`src/rtl/shift_reg_pkg.sv`:
```
// Shared definitions for the universal shift register: MODE encodings and
// the width helper for the load-tracking bit counter.
package shift_reg_pkg;

  localparam logic [1:0] MODE_HOLD = 2'd0;
  localparam logic [1:0] MODE_LOAD = 2'd1;
  localparam logic [1:0] MODE_SHL  = 2'd2;
  localparam logic [1:0] MODE_SHR  = 2'd3;

  // Bits needed to hold a count from 0 up to and including w.
  function automatic int cnt_width(input int w);
    return $clog2(w + 1);
  endfunction

endpackage

```
`src/rtl/reg_bit.sv`:
```
// Single enabled D flip-flop with synchronous reset value and a
// complementary output that is always the inverse of the stored bit.
module reg_bit #(
  parameter logic RESET_BIT = 1'b0
) (
  input  logic clk,
  input  logic rst,
  input  logic en,
  input  logic d,
  output logic q,
  output logic q_n
);

  logic q_q;
  logic q_d;

  // Next value: take d when enabled, otherwise keep the stored bit.
  always_comb begin
    q_d = q_q;
    if (en) q_d = d;
  end

  // Storage with synchronous reset taking priority over enable.
  always_ff @(posedge clk) begin
    if (rst) q_q <= RESET_BIT;
    else     q_q <= q_d;
  end

  assign q   = q_q;
  assign q_n = ~q_q;

endmodule

```
`src/rtl/universal_shift_reg.sv`:
```
// Universal shift register: hold, parallel load, shift left and shift right
// with serial in/out, complementary outputs and a counter of loaded bits not
// yet shifted out (DONE when it reaches zero).
// Optional feature macro: SHIFT_REG_ROTATE_EN adds the ROT input, which feeds
// the outgoing bit back in place of SIL/SIR during shifts.
module universal_shift_reg
  import shift_reg_pkg::*;
#(
  parameter int               WIDTH     = 8,
  parameter logic [WIDTH-1:0] RESET_VAL = '0,
  localparam int              CNT_W     = cnt_width(WIDTH)
) (
  input  logic             CLK,
  input  logic             RST,
  input  logic             EN,
  input  logic [1:0]       MODE,
  input  logic [WIDTH-1:0] D,
  input  logic             SIL,
  input  logic             SIR,
`ifdef SHIFT_REG_ROTATE_EN
  input  logic             ROT,
`endif
  output logic [WIDTH-1:0] Q,
  output logic [WIDTH-1:0] nQ,
  output logic             SOL,
  output logic             SOR,
  output logic [CNT_W-1:0] CNT,
  output logic             DONE
);

  logic [WIDTH-1:0] q_w;
  logic [WIDTH-1:0] nq_w;
  logic [WIDTH-1:0] q_d;
  logic [CNT_W-1:0] cnt_q;
  logic [CNT_W-1:0] cnt_d;
  logic             sil_eff;
  logic             sir_eff;

`ifdef SHIFT_REG_ROTATE_EN
  assign sil_eff = ROT ? q_w[WIDTH-1] : SIL;
  assign sir_eff = ROT ? q_w[0]       : SIR;
`else
  assign sil_eff = SIL;
  assign sir_eff = SIR;
`endif

  // Data next-state mux; EN gating is applied inside each bit cell.
  always_comb begin
    q_d = q_w;
    case (MODE)
      MODE_LOAD: q_d = D;
      MODE_SHL:  q_d = {q_w[WIDTH-2:0], sil_eff};
      MODE_SHR:  q_d = {sir_eff, q_w[WIDTH-1:1]};
      default:   q_d = q_w;
    endcase
  end

  genvar i;
  generate
    for (i = 0; i < WIDTH; i++) begin : g_bit
      reg_bit #(
        .RESET_BIT (RESET_VAL[i])
      ) u_bit (
        .clk (CLK),
        .rst (RST),
        .en  (EN),
        .d   (q_d[i]),
        .q   (q_w[i]),
        .q_n (nq_w[i])
      );
    end
  endgenerate

  // Counter next state: load restarts at WIDTH, shifts count down to zero.
  always_comb begin
    cnt_d = cnt_q;
    if (EN) begin
      case (MODE)
        MODE_LOAD: cnt_d = CNT_W'(WIDTH);
        MODE_SHL,
        MODE_SHR:  cnt_d = (cnt_q == '0) ? '0 : cnt_q - CNT_W'(1);
        default:   cnt_d = cnt_q;
      endcase
    end
  end

  // Counter register; reset discards any pending count.
  always_ff @(posedge CLK) begin
    if (RST) cnt_q <= '0;
    else     cnt_q <= cnt_d;
  end

  assign Q    = q_w;
  assign nQ   = nq_w;
  assign SOL  = q_w[WIDTH-1];
  assign SOR  = q_w[0];
  assign CNT  = cnt_q;
  assign DONE = (cnt_q == '0);

endmodule
```
`config.mk`:
```
export PLATFORM = sky130hd
export DESIGN_NAME = universal_shift_reg
export DESIGN_NICKNAME = d
export VERILOG_FILES = /design/src/rtl/shift_reg_pkg.sv /design/src/rtl/reg_bit.sv /design/src/rtl/universal_shift_reg.sv
export SDC_FILE = /design/constraint.sdc
export NUM_CORES = 1
export LEC_CHECK = 0
export BUFFER_PORTS_ARGS = -buffer_cell sky130_fd_sc_hd__buf_2
export CAP_MARGIN = 5
export CORE_MARGIN = 10
export CORE_UTILIZATION = 43
export DETAILED_ROUTE_END_ITERATION = 7
export GPL_TIMING_DRIVEN = 0
export MAX_ROUTING_LAYER = met4
export PLACE_DENSITY = 0.87
export RECOVER_POWER = 50
export SLEW_MARGIN = 20
export SYNTH_ARGS = -nofsm -noshare
export SYNTH_HDL_FRONTEND = slang
export SYNTH_HIERARCHICAL = 1
export SYNTH_SLANG_ARGS = --single-unit
```
`constraint.sdc`:
```
create_clock -name CLK -period 3.55 [get_ports CLK]
set_input_delay 0.355 -clock CLK [delete_from_list [all_inputs] [get_ports CLK]]
set_output_delay 0.355 -clock CLK [all_outputs]
set_load 0.02 [all_outputs]
```
Word-level counts from Yosys, hierarchy flattened. Cells that the tools add are included.

$add $sub $neg: 1. Eq/ne operators: 3. Muxes and demuxes: 3. Bitwise operators: 8. Reduce and logical (&&, ||, !) cells: 6.

Operator list (count): $pmux 8 s3 (1); $not 1->1 (8); $pmux 4 s2 (1); $eq 2x2->1 const B (2); $logic_not 4->1 (1); $mux 4 (1); $reduce_and 2->1 (2); $sub 4x1->4 const B (1); $reduce_bool 3->1 (1); $eq 2x1->1 const B (1); $reduce_bool 2->1 (1); $reduce_or 2->1 (1).

Flip-flop bits (word level): 12. Input port bits: 15. Output and inout bits: 23. Logic and storage cells: 30.

Logic depth before layout (Yosys ltp). Gate-level depths: netlist of run 1.

Word-level depth: 4. Depth in mapped cells: 5. Mapped depth without buffers: 5.

Hierarchy. Netlist of run 1, hierarchy kept.

By module, submodules not included: universal_shift_reg (times used 1, cells each 40, area each 511.7 µm², sequential area each 80.1 µm²); reg_bit (times used 8, cells each 4, area each 37.5 µm², sequential area each 20.0 µm²).

Worst setup path before layout of run 1. Ideal clock, no wire load.

Kind: register -> register. Start: reg cnt_q[0], in the netlist CNT[0]. End: reg cnt_q[0], in the netlist CNT[0]. Setup time: 0.114 ns. Data arrival time: 1.507 ns. Data required time: 3.436 ns. Slack: 1.929 ns. Stages on the path, launching flop included: 6. Path buffers: 0. Period minus slack after synthesis: 1.621 ns. Cells stage by stage: dfxtp_1 inv_1 ha_1 nor3b_1 o22ai_1 nor2b_1.

Word-level cells in the longest chain between the ends: 3. Elaborated cells between the ends (all ways): 4. Those cells by class: add/sub: 1; mux: 2; reduce/logical: 1.

RTL lines: start: declaration (RTL line universal_shift_reg.sv:34) `logic [CNT_W-1:0] cnt_q;`; start signal: assignment (RTL line universal_shift_reg.sv:90) `else cnt_q <= cnt_d;`; $logic_not 4->1; named net DONE (RTL line universal_shift_reg.sv:28) `output logic DONE`; $mux 4 (RTL line universal_shift_reg.sv:81) `MODE_SHR: cnt_d = (cnt_q == '0) ? '0 : cnt_q - CNT_W'(1);`; $pmux 4 s2 (RTL line universal_shift_reg.sv:78) `case (MODE)`.

The timed path passes the listed nets, and every way through them passes these cells. A chain may end at the register's enable or synchronous reset.

Final worst setup path of run 1.
Start: reg cnt_q[0], in the netlist CNT[0]. End: out DONE.

Word-level cells in the longest chain between the ends: 1.

RTL lines: $logic_not 4->1 (RTL line universal_shift_reg.sv:98) `assign DONE = (cnt_q == '0);`; end: declaration (RTL line universal_shift_reg.sv:28).

Every way passes these cells.

==> results of run 1 <==
[path summary, 6_finish.rpt]
path         cells after the start               end  slack, ps
max                              4              DONE       1820
max reg2reg                      5            CNT[1]       2160
min reg2reg                      2  g_bit[3].u_bit/q        580
min                              2  g_bit[0].u_bit/q        430
[synth_stat cells (2+ instances only)]
library cell	number	area (sq um)
buf_4	2	15.0
buf_6	2	22.5
dfxtp_1	12	240
ha_1	2	25.0
inv_1	10	37.5
mux2i_1	8	80.1
mux4_2	7	158
nand3_1	2	10.0
nor2_1	8	30.0
nor2b_1	2	12.5
nor3_1	2	10.0
[cell type report]
class / count / area share [%]
buffer: 4 / 2.87
clock buffer: 4 / 3.47
inverter: 10 / 3.59
multi-input combinational: 46 / 47.5
sequential: 12 / 23.0
tap: 25 / 2.99
timing repair buffer: 37 / 16.6
[state kept, by name, indices dropped and copies added (netlist names)]
name	flops
CNT	4
g_bit.u_bit/q	8
[kinds of logic (layout without fill, tap and decap cells)]
group	Yosys count	in the layout	synth area share [%]
compound gates	7	7	10.3
xor+xnor	1	1	1.08
fa+ha+maj	2	2	3.08
buf+inv	14	55	9.24
flops	12	12	29.6
mux	16	16	32.5
simple gates	20	20	14.2
[power groups by stage]
| stage | registers, mW | clock network [mW] | logic, mW |
|---|---|---|---|
| 2_1_floorplan | 0.168 | 0 | 0.0713 |
| 3_3_place_gp | 0.158 | 0 | 0.119 |
| 3_5_place_dp | 0.159 | 0 | 0.122 |
| 4_1_cts | 0.155 | 0.113 | 0.122 |
| 5_1_grt | 0.158 | 0.121 | 0.128 |
| 6_report | 0.156 | 0.109 | 0.117 |
[cell usage in the layout, fill, tap and decap left out, types with 2 or more instances in the layout]
master	synthesis	routed
buf_4	2	2
nand3_1	2	2
nor2_1	8	8
nor3_1	2	2
ha_1	2	2
buf_2	0	28
inv_1	10	10
mux2i_1	8	8
clkbuf_4	0	3
dfxtp_1	12	12
clkbuf_1	0	10
mux4_2	7	7
nor2b_1	2	2
[metrics by stage]
step | area, sq um | hold WS (ps)
2_1_floorplan | 812 | 425
3_3_place_gp | 1030 | 549
3_5_place_dp | 1030 | 567
4_1_cts | 1060 | 424
5_1_grt | 1050 | 438
6_report | 1050 | 432
[routing by layer]
metal	up-vias	part of all wire [%]	GRT usage, %
li1	342	-	-
met1	314	40	11.1
met2	22	51	18.6
met3	2	7.8	5.48
met4	0	0.64	2.46
met5	-	0	-
[worst register-to-register path: stages, from the launching register on]
cell and delay [ps]:
dfxtp_1 400, inv_1 90, ha_1 210, and4bb_1 210, o21a_1 210, a2111oi_4 180
==> summary.txt, run 1 <==
Clocking
  – CTS tree: built
  – Num CTS Buffers: 3
  – Clock root cell: clkbuf_4
  – Post-cts gate resize count: 0
  – Number of post-CTS setup repair buffers: 0
  – Clk_lat worst skew: 270 ps
  – Clock sinks: 12
  – Hold buffers post-CTS: 0
  – Clock buffer depth: 2
  – Clock slew at reported path FFs: ~80 ps
  – H-tree depth: 1

Setup path
  – RR Startpoint: CNT[1]
  – CP Cell Sequence: inv_1 -> ha_1 -> nor3b_1 -> buf_2
  – Crit path from: CNT[0]
  – Worst EP arrival: 1380 ps
  – Worst setup SP type: register
  – CP Class: register to primary output
  – Top delay family on crit path: flip-flops
  – Crit Path Max Fanout: 4
  – CP peak stage delay: 330 ps
  – Worst Path Buf+Inv: 2
  – CP max-delay cell: dfxtp_1
  – CP required: approximately 3200 ps
  – Worst setup EP type: primary output

Pwr
  – Worst VDD drop: 0.287 mV
  – Leak Pwr: 0.449 nW
  – Sequential power share: 40.7%
  – PnR Total Power: 0.382 mW
  – Logic pwr share: 30.7%
  – NetSw: 0.123 mW
  – Sw Share: 32.2%
  – Internal: 0.259 mW
  – Clock Power Share: 28.5%
  – Pwr Density: 366 nW/um^2

Synth
  – Synth Net Count: 89
  – Sequential share of the synthesized area: 29.6%
  – Synth unique cells: 26
  – Mapped Cells: 72
  – Syn. warnings: 6
  – Ys async rst share: 0%
  – Post-Syn Area: 812 sq um
  – Post-Syn Area per Cell: 11.3 sq um
  – Top_reg_cell synth: dfxtp_1
  – Seq cells post-synth: 12
  – EDFF count, synth: 0

Drt
  – Detailed-route DRC error count: 0
  – DR iter-0 viols: 10
  – Via Count: 680
  – Antenna Nets Post-Route: 0
  – Vias per cell: 4.93
  – Post-detailed-route wirelength per cell: roughly 15 um
  – Total wire length: 2040 um
  – First drt pass iteration count: 4

Place
  – Cells after DPL: 134
  – Port Buffers: 37
  – Gp weighted congestion: a little over 0.7
  – HPWL Detailed: 1660 um
  – Worst slack, placed: 2030 ps

STA
  – Crit path time final: 1730 ps
  – Slew Limit Fails: 0
  – Setup_tns: 0 ps
  – Worst slew pin tran: slightly above 600 ps
  – Final setup vio count: 0
  – Final Hold Vio Count: 0
  – FMAX: 578 MHz
  – RSZ-0062 raised after global routing: no
  – Worst Skew: around 0.64 ps
  – Rel. slew slack: 59.2%
  – Final setup margin: about 1800 ps
  – Fin crit share: between 40% and 50%

Floorplanning
  – Initial Utilization: 46.0%
  – Die Y: about 63 um
  – Core Region: around 1800 sq um
  – Core Rows: 15
  – Io pins: 38
  – Die Footprint: 4030 sq um
  – Overall die width: 63.5 um

GRT
  – Initial antenna violation count: 0
  – All-Layer GR Usage: 11.0%
  – Largest net degree at the start of global routing: 15
  – Total grt overflow: 0
  – Number of global-route vias before repair: 747
  – First-pass GRT wire length: 3500 um

Cells and area
  – ANT cells: 0
  – Area taken by flip-flops and latches: roughly 240 sq um
  – Fillcell total: ~170
  – Area Overhead vs Synth: 28.8%
  – Share of layout cells above drive strength 1: 43.4%
  – Util after Layout: 59.3%
  – Multi-input gate area: 497 sq um
  – Final Non-Filler Cells: 138
  – Fin nets: 131

Min path
  – Min-Delay Startpoint: RST
  – Worst hold path class: input pin to register

Run
  – Max_cap viols: 0

Status
  – Outcome: completed
(Power assumes the default switching activity.)
==> run 2, diff against run 1 <==
--- a/config.mk
+++ b/config.mk
@@ -5,6 +5,7 @@
 export SDC_FILE = /design/constraint.sdc
 export NUM_CORES = 1
 export LEC_CHECK = 0
+export ABC_AREA = 1
 export BUFFER_PORTS_ARGS = -buffer_cell sky130_fd_sc_hd__buf_2
 export CAP_MARGIN = 5
 export CORE_MARGIN = 10
@@ -12,7 +13,7 @@
 export DETAILED_ROUTE_END_ITERATION = 7
 export GPL_TIMING_DRIVEN = 0
 export MAX_ROUTING_LAYER = met4
-export PLACE_DENSITY = 0.87
+export PLACE_DENSITY = 0.85
 export RECOVER_POWER = 50
 export SLEW_MARGIN = 20
 export SYNTH_ARGS = -nofsm -noshare
==> constraint.sdc (replaced) <==
create_clock -name CLK -period 1.79 [get_ports CLK]
set_input_delay 0.179 -clock CLK [delete_from_list [all_inputs] [get_ports CLK]]
set_output_delay 0.179 -clock CLK [all_outputs]
set_load 0.02 [all_outputs]
==> summary.txt, run 2 <==
Synth
  – Ys async rst share: 0% (unchanged)
  – Top_reg_cell synth: dfxtp_1
  – Top-area cell type share of the netlist area: 29.1% (-0.52 points)
  – Adder-Cell Fraction of Synth Area: 2.85% (-0.23 points)
  – Largest family of logic cells by synthesized area: simple AND/OR/NAND/NOR gates
  – Mux share of post-synthesis cell area: 0% (-33 points)
  – Sequential share of the synthesized area: 27.4% (-2.2 points)
  – Synth unique cells: 13 (-50%)
  – Synth top area cells: nand2_1 29%, dfxtp_1 27%, inv_1 16%
  – Seq cells post-synth: 12 (unchanged)
  – Cell taking the most area after synthesis: nand2_1
  – Mapped Cells: 161 (+120%)
  – XOR/XNOR Fraction of Synth Area: 0% (-1.1 points)
  – Compound-cell area share of the yosys netlist: 0.570% (-9.8 points)
  – Synth Net Count: 178 (+100%)
  – Post-Syn Area per Cell: 5.46 sq um (-52%)
  – Simple-Gate Fraction of Synth Area: 51.3% (+37 points)
  – Post-Syn Area: 878 sq um (+8.2%)
  – Count leader, synth: nand2_1
  – EDFF count, synth: 0 (unchanged)
  – Synth cell count leaders: 68 x nand2_1, 37 x inv_1, 23 x nor2_1
  – Syn. warnings: 6 (unchanged)

GRT
  – GR Util met2: 16.0% (-2.6 points)
  – First-pass GRT wire length: 3780 um (+8.1%)
  – Most Crowded Layer GR: met2
  – Initial antenna violation count: 0 (unchanged)
  – All-Layer GR Usage: 11.1% (+0.12 points)
  – Met1 GRT Util: 12.9% (+1.8 points)
  – Number of global-route vias before repair: 886 (+19%)
  – Grt met3 use: 4.58% (-0.90 points)
  – Total grt overflow: 0 (unchanged)
  – Largest net degree at the start of global routing: 21 (+6)

STA
  – Final Hold Vio Count: 0 (unchanged)
  – Hold WS: 275 ps (-157 ps)
  – Worst slew pin tran: 551 ps (-60.5 ps)
  – FMAX: 711 MHz
  – Worst Skew: 1.38 ps (+0.738 ps)
  – Fin crit share: 78.5%
  – Setup_tns: 0 ps (unchanged)
  – Slew Limit Fails: 0 (unchanged)
  – Rel. slew slack: 63.1% (+3.9 points)
  – Final setup vio count: 0 (unchanged)
  – Final setup margin: 384 ps (-1440 ps)
  – RSZ-0062 raised after global routing: no
  – Crit path time final: 1410 ps

Setup path
  – CP endpoint: DONE
  – Worst EP arrival: 1230 ps (-150 ps)
  – CP required: 1610 ps (-1580 ps)
  – Worst setup SP type: register
  – CP Class: register to primary output
  – Crit Path Max Fanout: 4 (unchanged)
  – Worst setup EP type: primary output
  – FF-to-FF path depth: 7 (+2)
  – Flop-to-flop setup slack: 680 ps (-1480 ps)
  – Crit path from: CNT[0]
  – FF-to-FF End: CNT[1]
  – RR Startpoint: CNT[0]

Pwr
  – Sw Share: 37.8% (+5.6 points)
  – Worst VDD drop: 0.585 mV (+100%)
  – PnR Total Power: 0.729 mW (+91%)
  – Pwr Density: 659 nW/um^2 (+80%)
  – NetSw: 0.276 mW (+120%)
  – Sequential power share: 42.8% (+2.1 points)
  – Leak Pwr: 0.634 nW (+41%)
  – Internal: 0.454 mW (+75%)
  – Logic pwr share: 34.4% (+3.7 points)
  – Clock Power Share: 22.7% (-5.8 points)

Place
  – Cells after DPL: 225 (+68%)
  – Gp weighted congestion: 0.766 (+7.2%)
  – Worst slack, placed: 657 ps (-1370 ps)
  – HPWL Detailed: 1700 um (+2.2%)
  – Port Buffers: 37 (unchanged)
  – Placed instance area: 1100 sq um (+6.7%)

Cells and area
  – ANT cells: 0 (unchanged)
  – Final Non-Filler Cells: 228 (+65%)
  – Util after Layout: 57.0% (-2.3 points)
  – Share of layout cells above drive strength 1: 18.4% (-25 points)
  – Fin nets: 220 (+68%)
  – Largest register FFs: 8 (unchanged)
  – Commonest cells after routing, fill and taps aside: 68 x nand2_1, 37 x inv_1, 28 x buf_2, 24 x nor2_1, 12 x dfxtp_1
  – Area Overhead vs Synth: 25.9%
  – Most common cell after layout, fill and taps aside: nand2_1
  – Final instance area: 1110 sq um (+5.7%)

Drt
  – Post-detailed-route wirelength per cell: 9.71 um (-34%)
  – DR iter-0 viols: 43 (+33)
  – First drt pass iteration count: 4 (unchanged)
  – Via Count: 983 (+45%)
  – Vias per cell: 4.31 (-13%)
  – Total wire length: 2210 um (+8.7%)
  – Antenna Nets Post-Route: 0 (unchanged)
  – Detailed-route DRC error count: 0 (unchanged)

Floorplanning
  – Core Region: 1940 sq um (+10%)
  – Overall die width: 65.2 um (+2.7%)
  – Core Rows: 16 (+1)
  – Die Footprint: 4250 sq um (+5.6%)
  – Die Y: 65.2 um (+2.7%)
  – Io pins: 38 (unchanged)
  – Initial Utilization: 45.2% (-0.80 points)

Clocking
  – Clk_lat worst skew: 270 ps (about the same)
  – Number of post-CTS setup repair buffers: 0 (unchanged)
  – Clock slew at reported path FFs: 70 ps (about the same)
  – Clock root cell: clkbuf_4
  – Clock buffer depth: 2 (unchanged)
  – Post-cts gate resize count: 0 (unchanged)
  – Num CTS Buffers: 3 (unchanged)
  – Hold buffers post-CTS: 0 (unchanged)
  – CTS tree: built
  – Clock sinks: 12 (unchanged)
  – H-tree depth: 1 (unchanged)

Min path
  – Worst hold path class: input pin to register

Status
  – Outcome: completed

Run
  – Max_cap viols: 0 (unchanged)
-- run 2: cell types whose count changed after synthesis, moves of 7 or more --
| cell | previous run | this run |
|---|---|---|
| mux4_2 | 7 | 0 |
| inv_1 | 10 | 37 |
| mux2i_1 | 8 | 0 |
| nor2_1 | 8 | 23 |
| nand4_1 | 0 | 8 |
| nand2_1 | 0 | 68 |
-- run 2: logic make-up after synthesis --
kind of cell,Yosys count
buf+inv,40
flops,12
fa+ha+maj,2
compound gates,1
simple gates,106
-- run 2: routing by layer --
layer	vias up	routed length (um)
met3	4	203
met4	0	42
met2	29	874
met1	405	1090
met5	-	0
li1	545	-
-- run 2: how the worst min path moves through the flow --
stage	startpoint	endpoint	cells after the start
CTS	RST	g_bit[0].u_bit/q	4
detailed placement	g_bit[0].u_bit/q	g_bit[0].u_bit/q	2
global route	RST	g_bit[1].u_bit/q	4
floorplan	EN	g_bit[0].u_bit/q	2
finish	RST	g_bit[0].u_bit/q	4
global placement	CNT[0]	CNT[0]	4
-- run 2: worst max-delay path, stage by stage, from the launching register on --
cell and delay, ps:
dfxtp_1 350, inv_1 90, ha_1 210, nand3_1 110
inv_1 40, buf_2 150
-- run 2: power by group through the flow --
stage	clock [mW]	sequential (mW)	combinational [mW]
detailed placement	0	0.318	0.257
CTS	0.173	0.312	0.259
global placement	0	0.318	0.254
global route	0.184	0.316	0.284
floorplan	0	0.340	0.148
finish	0.166	0.312	0.251
-- run 2: area by class of cell --
| type | instances | area (sq um) |
|---|---|---|
| fill | 221 | 836 |
| multi-input combinational | 109 | 478 |
| sequential | 12 | 240 |
| timing repair buffer | 37 | 174 |
| inverter | 38 | 143 |
| tap | 27 | 33.8 |
| clock buffer | 3 | 22.5 |
| buffer | 2 | 15.0 |
==> run 3, diff against run 2 <==
==> constraint.sdc (replaced) <==
create_clock -name CLK -period 1.3 [get_ports CLK]
set_input_delay 0.13 -clock CLK [delete_from_list [all_inputs] [get_ports CLK]]
set_output_delay 0.13 -clock CLK [all_outputs]
set_load 0.02 [all_outputs]
==> summary.txt, run 3 (synthesis results as in run 2) <==
GRT
  – All-Layer GR Usage: 11.4% (+0.36 points)
  – First-pass GRT wire length: 3890 um (+2.9%)
  – Initial antenna violation count: 0 (unchanged)
  – Total grt overflow: 0 (unchanged)
  – Number of global-route vias before repair: 911 (+2.8%)
  – Largest net degree at the start of global routing: 21 (unchanged)

Clocking
  – H-tree depth: 1 (unchanged)
  – Clock slew at reported path FFs: 80 ps (about the same)
  – CTS tree: built
  – Clk_lat worst skew: 280 ps (about the same)
  – Hold buffers post-CTS: 0 (unchanged)
  – Clock root cell: clkbuf_4
  – Clock buffer depth: 2 (unchanged)
  – Clock sinks: 12 (unchanged)
  – Num CTS Buffers: 3 (unchanged)

Cells and area
  – Commonest cells after routing, fill and taps aside: 68 x nand2_1, 36 x inv_1, 34 x buf_2, 24 x nor2_1, 10 x dfxtp_1
  – ANT cells: 0 (unchanged)
  – Final instance area: 1150 sq um (+4.2%)
  – Area taken by flip-flops and latches: 243 sq um (+1.0%)
  – Largest register FFs: 8 (unchanged)
  – Fillcell total: 207 (-6.3%)
  – Most common cell after layout, fill and taps aside: nand2_1
  – Fin nets: 222 (+0.91%)
  – Area Overhead vs Synth: 31.2%
  – Share of layout cells above drive strength 1: 25.1% (+6.7 points)
  – Multi-input gate area: 495 sq um (+3.7%)

Setup path
  – Crit Path Max Fanout: 2 (-2)
  – Worst setup EP type: primary output
  – Crit path from: CNT[1]
  – RR Startpoint: CNT[1]
  – CP Class: register to primary output
  – Worst setup SP type: register
  – CP required: 1170 ps (-440 ps)
  – Worst EP arrival: 1120 ps (-110 ps)

Place
  – Worst slack, placed: 216 ps (-441 ps)
  – Gp weighted congestion: 0.766 (unchanged)
  – Placed instance area: 1100 sq um (unchanged)
  – Port Buffers: 37 (unchanged)
  – HPWL Detailed: 1700 um (unchanged)

Run
  – Max_cap viols: 0 (unchanged)

STA
  – Final Hold Vio Count: 0 (unchanged)
  – Final setup vio count: 0 (unchanged)
  – Rel. slew slack: 63.0% (-0.11 points)
  – Worst slew pin tran: 553 ps (+1.66 ps)
  – Hold WS: 218 ps (-56.3 ps)
  – Setup_tns: 0 ps (unchanged)
  – Final setup margin: 49.4 ps (-335 ps)
  – Worst Skew: 6.41 ps (+5.04 ps)
  – FMAX: 800 MHz
  – Slew Limit Fails: 0 (unchanged)
  – Fin crit share: 96.2%
  – RSZ-0062 raised after global routing: no
  – Crit path time final: 1250 ps

Pwr
  – PnR Total Power: 1.04 mW (+43%)
  – Worst VDD drop: 0.573 mV (-2.2%)
  – Pwr Density: 905 nW/um^2 (+37%)
  – Leak Pwr: 0.677 nW (+6.8%)

Floorplanning
  – Overall die width: 65.2 um (unchanged)
  – Io pins: 38 (unchanged)
  – Initial Utilization: 45.2% (unchanged)
  – Die Footprint: 4250 sq um (unchanged)
  – Core Rows: 16 (unchanged)
  – Core Region: 1940 sq um (unchanged)
  – Die Y: 65.2 um (unchanged)

Min path
  – Min-Delay Startpoint: RST
  – Worst hold path class: input pin to register

Drt
  – First drt pass iteration count: 6 (+2)
  – Vias per cell: 4.33 (+0.34%)
  – DR iter-0 viols: 29 (-33%)
  – Antenna Nets Post-Route: 0 (unchanged)
  – Detailed-route DRC error count: 0 (unchanged)
  – Via Count: 995 (+1.2%)
  – Post-detailed-route wirelength per cell: 10.1 um (+3.9%)
  – Total wire length: 2320 um (+4.8%)

Status
  – Outcome: completed
==> run 3: changes by cell type in the layout (fill, tap and decap cells not counted), sizes merged <==
| cell | change |
|---|---|
| clkbuf | -7 |
| buf | +9 |
==> run 3: what timing repair did <==
action / CTS / global route
gates resized for setup: 3 / 4
setup endpoints to repair: 1 / 1
gates cloned: 0 / 0
buffers inserted: 2 / 0
==> run 3: area by class of cell <==
| type | instances | area share, % |
|---|---|---|
| inverter | 38 | 12.4 |
| buffer | 2 | 1.30 |
| clock buffer | 3 | 1.95 |
| timing repair buffer | 39 | 17.4 |
| sequential | 12 | 21.1 |
| tap | 27 | 2.93 |
| multi-input combinational | 109 | 43.0 |
==> run 3: path summary, 6_finish.rpt <==
path                            cells after the start               end  slack (ps)
worst min register to register                      2  g_bit[0].u_bit/q         550
worst min-delay path                                4  g_bit[6].u_bit/q         220
worst max-delay path                                5              DONE          50
worst max register to register                      7            CNT[1]         280
==> run 3: stage by stage <==
step / cells / utilization (%)
3_3_place_gp: 225 / 56.5
5_1_grt: 230 / 59.3
2_1_floorplan: 161 / -
4_1_cts: 230 / 58.6
3_5_place_dp: 225 / 56.5
6_report: 230 / 59.3
==> run 3: critical path, stage by stage, from the launching register on <==
cell and delay (ps):
dfxtp_2 330, inv_1 100, ha_4 140, nand3_2 80, inv_1 60, buf_4 130
==> run 3: power breakdown <==
part | internal [mW] | switching (mW) | total [mW]
Sequential | 0.397 | 0.0329 | 0.429
Clock | 0.107 | 0.134 | 0.241
Combinational | 0.139 | 0.233 | 0.372
Total | 0.644 | 0.400 | 1.04
==> run 3: per-layer routing <==
| metal | up-vias | wire length, um | track usage (%) |
|---|---|---|---|
| li1 | 549 | - | - |
| met1 | 412 | 1090 | 12.9 |
| met2 | 30 | 973 | 17.2 |
| met3 | 4 | 207 | 4.58 |
| met4 | 0 | 46 | 5.61 |
| met5 | - | 0 | - |
